`src/rtl/ysyx_22050598_ifu_fetch_if.sv`:
```
// rtl/ysyx_22050598_ifu_fetch_if.sv - IFU memory, redirect and decode-side handshake bundle
interface ysyx_22050598_ifu_fetch_if;
   logic        mem_req_valid_o;
   logic        mem_req_ready_i;
   logic [63:0] mem_req_addr_o;
   logic        mem_resp_valid_i;
   logic        mem_resp_ready_o;
   logic [63:0] mem_resp_data_i;
   logic        redirect_valid_i;
   logic [63:0] redirect_pc_i;
   logic        if_valid_o;
   logic        id_ready_i;
   logic [31:0] if_inst_o;
   logic [63:0] if_pc_o;
   logic        if_misalign_o;

   modport master (
      output mem_req_valid_o, mem_req_addr_o, mem_resp_ready_o,
      output if_valid_o, if_inst_o, if_pc_o, if_misalign_o,
      input  mem_req_ready_i, mem_resp_valid_i, mem_resp_data_i,
      input  redirect_valid_i, redirect_pc_i, id_ready_i
   );

   modport slave (
      input  mem_req_valid_o, mem_req_addr_o, mem_resp_ready_o,
      input  if_valid_o, if_inst_o, if_pc_o, if_misalign_o,
      output mem_req_ready_i, mem_resp_valid_i, mem_resp_data_i,
      output redirect_valid_i, redirect_pc_i, id_ready_i
   );
endinterface

```
`src/rtl/ysyx_22050598_ifu_fetch.sv`:
```
// rtl/ysyx_22050598_ifu_fetch.sv - instruction fetch unit, one outstanding 64-bit read
// Optional misaligned-PC trap: define YSYX_22050598_IFU_MISALIGN_CHECK_EN.
module ysyx_22050598_ifu_fetch #(
   parameter logic [63:0] RESET_PC = 64'h0000_0000_8000_0000,
   parameter int          BUS_W    = 64
) (
   input logic                        clk,
   input logic                        rst,
   ysyx_22050598_ifu_fetch_if.master  bus
);
   typedef enum logic [1:0] {S_REQ = 2'd0, S_WAIT = 2'd1, S_HOLD = 2'd2} state_t;

   state_t      r_state, w_state_n;
   logic [63:0] r_pc, w_pc_n;
   logic        r_drop, w_drop_n;
   logic [31:0] r_inst, w_inst_n;
   logic [63:0] r_if_pc, w_if_pc_n;
   logic        r_misalign, w_misalign_n;
   logic [BUS_W-1:0] w_data;
   logic        w_misaligned;
   logic        w_req_fire;

`ifdef YSYX_22050598_IFU_MISALIGN_CHECK_EN
   assign w_misaligned = (r_pc[1:0] != 2'b00);
`else
   assign w_misaligned = 1'b0;
`endif

   assign w_data               = bus.mem_resp_data_i;
   assign bus.mem_req_valid_o  = (r_state == S_REQ) && !w_misaligned;
   assign bus.mem_req_addr_o   = {r_pc[63:3], 3'b000};
   assign bus.mem_resp_ready_o = (r_state == S_WAIT);
   assign bus.if_valid_o       = (r_state == S_HOLD);
   assign bus.if_inst_o        = r_inst;
   assign bus.if_pc_o          = r_if_pc;
   assign bus.if_misalign_o    = r_misalign;
   assign w_req_fire           = bus.mem_req_valid_o && bus.mem_req_ready_i;

   always_comb begin
      w_state_n    = r_state;
      w_pc_n       = r_pc;
      w_drop_n     = r_drop;
      w_inst_n     = r_inst;
      w_if_pc_n    = r_if_pc;
      w_misalign_n = r_misalign;
      case (r_state)
         S_REQ: begin
            if (bus.redirect_valid_i) begin
               w_pc_n = bus.redirect_pc_i;
               // request already accepted: its response belongs to the old pc
               if (w_req_fire) begin
                  w_state_n = S_WAIT;
                  w_drop_n  = 1'b1;
               end
            end else if (w_misaligned) begin
               w_state_n    = S_HOLD;
               w_inst_n     = 32'h0000_0013;
               w_if_pc_n    = r_pc;
               w_misalign_n = 1'b1;
            end else if (w_req_fire) begin
               w_state_n = S_WAIT;
            end
         end
         S_WAIT: begin
            if (bus.redirect_valid_i) begin
               w_pc_n = bus.redirect_pc_i;
               if (bus.mem_resp_valid_i) begin
                  w_state_n = S_REQ;
                  w_drop_n  = 1'b0;
               end else begin
                  w_drop_n  = 1'b1;
               end
            end else if (bus.mem_resp_valid_i) begin
               if (r_drop) begin
                  w_drop_n  = 1'b0;
                  w_state_n = S_REQ;
               end else begin
                  w_inst_n     = r_pc[2] ? w_data[63:32] : w_data[31:0];
                  w_if_pc_n    = r_pc;
                  w_misalign_n = 1'b0;
                  w_state_n    = S_HOLD;
               end
            end
         end
         S_HOLD: begin
            if (bus.redirect_valid_i) begin
               w_pc_n    = bus.redirect_pc_i;
               w_state_n = S_REQ;
            end else if (bus.id_ready_i) begin
               w_pc_n    = r_pc + 64'd4;
               w_state_n = S_REQ;
            end
         end
         default: w_state_n = S_REQ;
      endcase
   end

   always_ff @(posedge clk) begin
      if (rst) begin
         r_state    <= S_REQ;
         r_pc       <= RESET_PC;
         r_drop     <= 1'b0;
         r_inst     <= 32'h0;
         r_if_pc    <= 64'h0;
         r_misalign <= 1'b0;
      end else begin
         r_state    <= w_state_n;
         r_pc       <= w_pc_n;
         r_drop     <= w_drop_n;
         r_inst     <= w_inst_n;
         r_if_pc    <= w_if_pc_n;
         r_misalign <= w_misalign_n;
      end
   end
endmodule
```
`src/flat_wrapper.sv`:
```
// flat-port wrapper written by rule: the top's interface ports become plain ports
module ysyx_22050598_ifu_fetch_flat 
#(
   parameter logic [63:0] RESET_PC = 64'h0000_0000_8000_0000,
   parameter int          BUS_W    = 64
)
  (clk, rst, bus_mem_req_valid_o, bus_mem_req_addr_o, bus_mem_resp_ready_o, bus_if_valid_o, bus_if_inst_o, bus_if_pc_o, bus_if_misalign_o, bus_mem_req_ready_i, bus_mem_resp_valid_i, bus_mem_resp_data_i, bus_redirect_valid_i, bus_redirect_pc_i, bus_id_ready_i);
  ysyx_22050598_ifu_fetch_if bus_i ();
  input logic clk;
  input logic rst;
  output wire logic [$bits(bus_i.mem_req_valid_o)-1:0] bus_mem_req_valid_o;
  output wire logic [$bits(bus_i.mem_req_addr_o)-1:0] bus_mem_req_addr_o;
  output wire logic [$bits(bus_i.mem_resp_ready_o)-1:0] bus_mem_resp_ready_o;
  output wire logic [$bits(bus_i.if_valid_o)-1:0] bus_if_valid_o;
  output wire logic [$bits(bus_i.if_inst_o)-1:0] bus_if_inst_o;
  output wire logic [$bits(bus_i.if_pc_o)-1:0] bus_if_pc_o;
  output wire logic [$bits(bus_i.if_misalign_o)-1:0] bus_if_misalign_o;
  input wire logic [$bits(bus_i.mem_req_ready_i)-1:0] bus_mem_req_ready_i;
  input wire logic [$bits(bus_i.mem_resp_valid_i)-1:0] bus_mem_resp_valid_i;
  input wire logic [$bits(bus_i.mem_resp_data_i)-1:0] bus_mem_resp_data_i;
  input wire logic [$bits(bus_i.redirect_valid_i)-1:0] bus_redirect_valid_i;
  input wire logic [$bits(bus_i.redirect_pc_i)-1:0] bus_redirect_pc_i;
  input wire logic [$bits(bus_i.id_ready_i)-1:0] bus_id_ready_i;
  assign bus_mem_req_valid_o = bus_i.mem_req_valid_o;
  assign bus_mem_req_addr_o = bus_i.mem_req_addr_o;
  assign bus_mem_resp_ready_o = bus_i.mem_resp_ready_o;
  assign bus_if_valid_o = bus_i.if_valid_o;
  assign bus_if_inst_o = bus_i.if_inst_o;
  assign bus_if_pc_o = bus_i.if_pc_o;
  assign bus_if_misalign_o = bus_i.if_misalign_o;
  assign bus_i.mem_req_ready_i = bus_mem_req_ready_i;
  assign bus_i.mem_resp_valid_i = bus_mem_resp_valid_i;
  assign bus_i.mem_resp_data_i = bus_mem_resp_data_i;
  assign bus_i.redirect_valid_i = bus_redirect_valid_i;
  assign bus_i.redirect_pc_i = bus_redirect_pc_i;
  assign bus_i.id_ready_i = bus_id_ready_i;
  ysyx_22050598_ifu_fetch #(.RESET_PC(RESET_PC), .BUS_W(BUS_W)) u_core (.clk(clk), .rst(rst), .bus(bus_i));
endmodule
```
`config.mk`:
```
export PLATFORM = sky130hd
export DESIGN_NAME = ysyx_22050598_ifu_fetch_flat
export DESIGN_NICKNAME = d
export VERILOG_FILES = /design/src/rtl/ysyx_22050598_ifu_fetch_if.sv /design/src/rtl/ysyx_22050598_ifu_fetch.sv /design/src/flat_wrapper.sv
export SDC_FILE = /design/constraint.sdc
export NUM_CORES = 1
export LEC_CHECK = 0
export ABC_AREA = 1
export BUFFER_PORTS_ARGS = -buffer_cell sky130_fd_sc_hd__buf_2
export CELL_PAD_IN_SITES_DETAIL_PLACEMENT = 0
export CELL_PAD_IN_SITES_GLOBAL_PLACEMENT = 1
export CORE_ASPECT_RATIO = 0.8
export CORE_UTILIZATION = 36
export CTS_BUF_LIST = sky130_fd_sc_hd__clkbuf_2 sky130_fd_sc_hd__clkbuf_4 sky130_fd_sc_hd__clkbuf_8
export DETAILED_ROUTE_END_ITERATION = 8
export GPL_ROUTABILITY_DRIVEN = 0
export PLACE_DENSITY_LB_ADDON = 0.1
export SLEW_MARGIN = 20
export SYNTH_ARGS = -nofsm -noshare
export SYNTH_HDL_FRONTEND = slang
export SYNTH_SLANG_ARGS = --single-unit
```
`constraint.sdc`:
```
create_clock -name clk -period 2.2 [get_ports clk]
set_input_delay 0.22 -clock clk [delete_from_list [all_inputs] [get_ports clk]]
set_output_delay 0.22 -clock clk [all_outputs]
set_load 0.01 [all_outputs]
```
* Yosys cells after proc, flatten, opt, wreduce, memory -nomap -nowiden
Cells that the tools add are included.
Storage, ports and cells: word-level logic and storage cells 44, output and inout bits 164, input port bits 134, bits in registers 163
Operators by class: reduce and logical (&&, ||, !) cells 9, muxes and demuxes 19, bitwise logic cells 2, $add $sub $neg 1, equal/unequal tests 8
Operators with widths (number):
- two-way mux 64 bit | 3
- one-hot mux 64 bit (2 select lines) | 1
- adder 64 x 3 -> 64 bit, second input constant | 1
- two-way mux 32 bit | 1
- two-way mux 2 bit | 7
- AND reduction 4 bit | 2
- inequality test 3 x 1 -> 1 bit, second input constant | 2
- one-hot mux 2 bit (3 select lines) | 1
- AND reduction 3 bit | 2
- two-way mux 1 bit | 5
- inequality test 2 x 1 -> 1 bit, second input constant | 2
- inequality test 2 bit, second input constant | 2
- nonzero test 2 bit | 2
- == test 2 x 1 -> 1 bit, second input constant | 1
- == test 2 bit, second input constant | 1
- zero test 2 bit | 1
- inverter 1 bit | 2
- one-hot mux 1 bit (2 select lines) | 1
- OR reduction 2 bit | 1
- logical AND 1 bit | 1

* Logic depth before layout (Yosys ltp)
depth in word-level cells 5, mapped depth 11, depth with buffers taken out 11

* Worst setup path after synthesis
OpenSTA, ideal clock, no wires.
path type reg-to-reg, from register u_core.r_pc[3], to register u_core.r_pc[56], data arrival time 1.524 ns, buffers on the path 0, path slack 0.544 ns, stages on the path, launching flop included 11, setup time 0.132 ns, period minus slack after synthesis 1.656 ns, required time 2.068 ns, path through dfxtp_1 -> ha_1 -> nand2_2 -> nor2_1 -> nand2_1 -> inv_1 -> nand2_1 -> o21ai_0 -> nand3_1 -> nand2_1 -> a21oi_1
Between the ends: cells in the longest elaborated chain, start to end 4
Ends and longest elaborated chain:
- start: declaration | RTL line ysyx_22050598_ifu_fetch.sv:14 | logic [63:0] r_pc, w_pc_n;
- start signal: assignment | RTL line ysyx_22050598_ifu_fetch.sv:108 | r_pc <= w_pc_n;
- adder 64 x 3 -> 64 bit | RTL line ysyx_22050598_ifu_fetch.sv:90 | w_pc_n = r_pc + 64'd4;
- two-way mux 64 bit | RTL line ysyx_22050598_ifu_fetch.sv:89 | end else if (bus.id_ready_i) begin
- two-way mux 64 bit | RTL line ysyx_22050598_ifu_fetch.sv:86 | if (bus.redirect_valid_i) begin
- one-hot mux 64 bit (2 select lines) | RTL line ysyx_22050598_ifu_fetch.sv:46 | case (r_state)
Every way passes these cells. The select of a mux whose other input is x is not followed. A chain may end at the register's enable or synchronous reset.

* Worst setup path in the final report
from register u_core.r_pc[13], to register u_core.r_pc[58]
Same word-level chain as after synthesis.

==> results.py <==
metrics = {
    "outcome": {
        "status": "finished clean",
    },
    "routing": {
        "final_antenna_net_count": 0,
        "vias": 10387,
        "wl_per_cell_um": 17.42,
        "finalWirelength_mm": 36.09,
        "dr.pass1.iters": 5,
        "drt_iter0_markers": 769,
        "post-route-drc-count": 0,
        "viasPerCell": 5.013,
    },
    "power": {
        "peakVddDrop_uv": 315.2,
        "pwr_density_cell_nw_per_um2": 564.3,
        "leakage_nw": 5.463,
    },
    "layout": {
        "regArea_um2": 3263,
        "areaGrowthSynthToFinish_pct": 28.73,
        "fin_nets": 1875,
        "final_cells": 2072,
        "final_cell_mix": "nand2_1, buf_2, nor2_1",
        "drive_gt1_frac": 0.2362,
        "n_fill_cell": 2653,
        "final_common_cell": "nand2_1",
        "multiInputGateArea_um2": 4693,
    },
    "sta": {
        "fin_tns_setup_ns": 0,
        "fin_crit_ns": 2.095,
        "relSlewSlack": 0.4784,
        "hold_violations": 0,
        "rsz0062_at_grt": "false",
        "max_freq_ghz": 0.4774,
        "fin_crit_sh": 0.9522,
        "setup_violations": 0,
        "fin_skew_ns": 0.02663,
        "layout_setup_ws_ns": 0.1053,
        "worst_pin_slew_ns": 0.7825,
        "slew_viol_final": 0,
    },
    "worst_setup_path": {
        "path_class": "reg -> reg",
        "path_max_fanout": 6,
        "max_stage_delay_ns": 0.47,
        "cp_slowest_cell": "dfxtp_1",
        "worst_ep_arrival_time_ns": 2.43,
        "cp-end-kind": "flop",
        "crit_path_cell_trace": "nand2_1 > nor2_1 > nand2_1 > nor2_1 > nand2_1 > o21ai_0 > nand3_1 > nand2_1 > a21oi_1",
        "start_kind": "flop",
        "ff2ff_path_depth": 9,
        "required_ns": 2.53,
        "cpMostUsedCell": "nand2_1",
    },
    "placed_design": {
        "port_buffers": 293,
        "hpwlAfterDp_mm": 26.86,
        "dp_slack_ns": 0.08685,
        "placedCellCount": 1971,
    },
    "cts": {
        "clk_latency_ns": 0.49,
        "cts_buffers": 17,
        "cts_tree": "built",
        "clk_path_buf_depth": 2,
        "clkSlewWorstSetupHoldPaths_ns": 0.11,
        "cts.sinks": 163,
        "cts-root-buf": "clkbuf_8",
        "htree_levels": 4,
        "postCtsSetupBuffers": 0,
    },
    "yosys": {
        "netlist_area_um2": 9201,
        "yosys.cell_types.count": 34,
        "synth.largest_area_cell": "dfxtp_1",
        "synthDominantCellAreaShare": 0.3546,
        "netlist_instances": 1445,
        "ys_seq_area_frac": 0.3546,
        "yosys-top-cells-area": "dfxtp_1, nand2_1, o21ai_0",
        "yosys_warnings": 0,
        "avgSynthCellArea_um2": 6.368,
        "synth_seq_cells": 163,
    },
    "die": {
        "start_util": 0.3726,
        "die_height_um": 145.0,
        "die_area_um2": 26210,
        "fp.dieW_um": 180.7,
        "core-area_um2": 24690,
        "ios": 298,
        "num_rows": 51,
    },
    "hold_path": {
        "hold_depth": 3,
        "hold_path_class": "in -> reg",
    },
    "global_routing": {
        "grt_pass1_wl_mm": 55.79,
        "grt_overflow": 0,
        "track_usage": 0.2750,
        "grt_pass1_vias": 9827,
        "grt_max_degree": 70,
        "antenna_found_initial": 0,
    },
    "flow_run": {
        "drv_cap": 0,
    },
}
==> per-layer routing <==
| metal | vias to the layer above | GRT usage | share of wire |
|---|---|---|---|
| met4 | 0 | 0.06624 | 0.014 |
| met1 | 4766 | 0.3765 | 0.47 |
| li1 | 5205 | - | - |
| met5 | - | 0 | 0 |
| met2 | 380 | 0.4386 | 0.45 |
| met3 | 36 | 0.05773 | 0.068 |
==> timing repair <==
action                                 in CTS  in global routing
hold buffers                               68                  0
setup endpoints to repair                   0                 17
resized for setup                           0                  7
endpoints found under the hold margin      37                  0
==> power by group <==
group | total (mW) | switching (mW) | internal [mW] | leakage, nW
Clock | 2.40 | 1.32 | 1.07 | 0.206
Combinational | 1.06 | 0.601 | 0.462 | 3.93
Sequential | 3.22 | 0.135 | 3.09 | 1.33
==> worst max-delay path, delay by kind of cell (launching register included) <==
| family | cells | cell delay, ns |
|---|---|---|
| compound gates | 2 | 0.25 |
| flops | 1 | 0.47 |
| simple gates | 7 | 1.22 |
==> cell families after synthesis <==
| logic type | share of synthesized area |
|---|---|
| and+or+nand+nor | 0.3073 |
| DFF | 0.3546 |
| other | 0.0004076 |
| adders and majority gates | 0.001360 |
| AOI/OAI and AO/OA | 0.1870 |
| buffers and inverters | 0.1379 |
| xor gates and xnor gates | 0.01142 |
==> state kept, by name, indices dropped and copies added, names as in the netlist <==
name                  count
u_core.r_pc              64
u_core.r_state            2
u_core.bus.if_inst_o     32
u_core.r_drop             1
u_core.bus.if_pc_o       64
==> final cells by class <==
class | instances | share of cell area
clock inverters | 14 | 0.01384
well taps | 318 | 0.03359
inverters | 128 | 0.04278
flip-flops and latches | 163 | 0.2755
clock buffers | 18 | 0.02091
diodes | 1 | 0.0002113
multi-input cells | 1021 | 0.3962
repair buffers | 409 | 0.2170
==> path summary, 6_finish.rpt <==
path | startpoint | to | slack (ns)
worst max register to register | u_core.r_pc[13]$_SDFFE_PP0P_ | u_core.r_pc[58]$_SDFFE_PP0P_ | 0.11
worst max-delay path | u_core.r_pc[13]$_SDFFE_PP0P_ | u_core.r_pc[58]$_SDFFE_PP0P_ | 0.11
worst min register to register | u_core.bus.if_pc_o[30]$_SDFFE_PP0P_ | u_core.bus.if_pc_o[30]$_SDFFE_PP0P_ | 0.49
worst min-delay path | bus_redirect_pc_i[2] | u_core.r_pc[2]$_SDFFE_PP0P_ | 0.04
==> synth_stat cells, drive strengths merged <==
cell,instances
a211oi,3
a21oi,107
a31oi,33
buf,91
clkbuf,45
conb,1
dfxtp,163
ha,1
inv,128
nand2,383
nand3,80
nand3b,1
nand4,16
nor2,186
nor3,6
nor3b,1
o211ai,8
o21ai,164
o21bai,6
o221a,1
o31ai,2
or2,7
xnor2,1
xor2,11
==> metrics by stage <==
| step | hold WS, ns | cell area [µm²] | power [mW] | utilization |
|---|---|---|---|---|
| after floorplan | 0.3146 | 9213 | 3.854 | - |
| after detailed placement | 0.4426 | 10720 | 4.255 | 0.4340 |
| after global placement | 0.4380 | 10720 | 4.253 | 0.4340 |
| after CTS | 0.005849 | 11810 | 6.735 | 0.4782 |
| after global routing | 0.02607 | 11840 | 7.001 | 0.4796 |
| final | 0.04234 | 11850 | 6.684 | 0.4797 |
(Power assumes the default switching activity.)
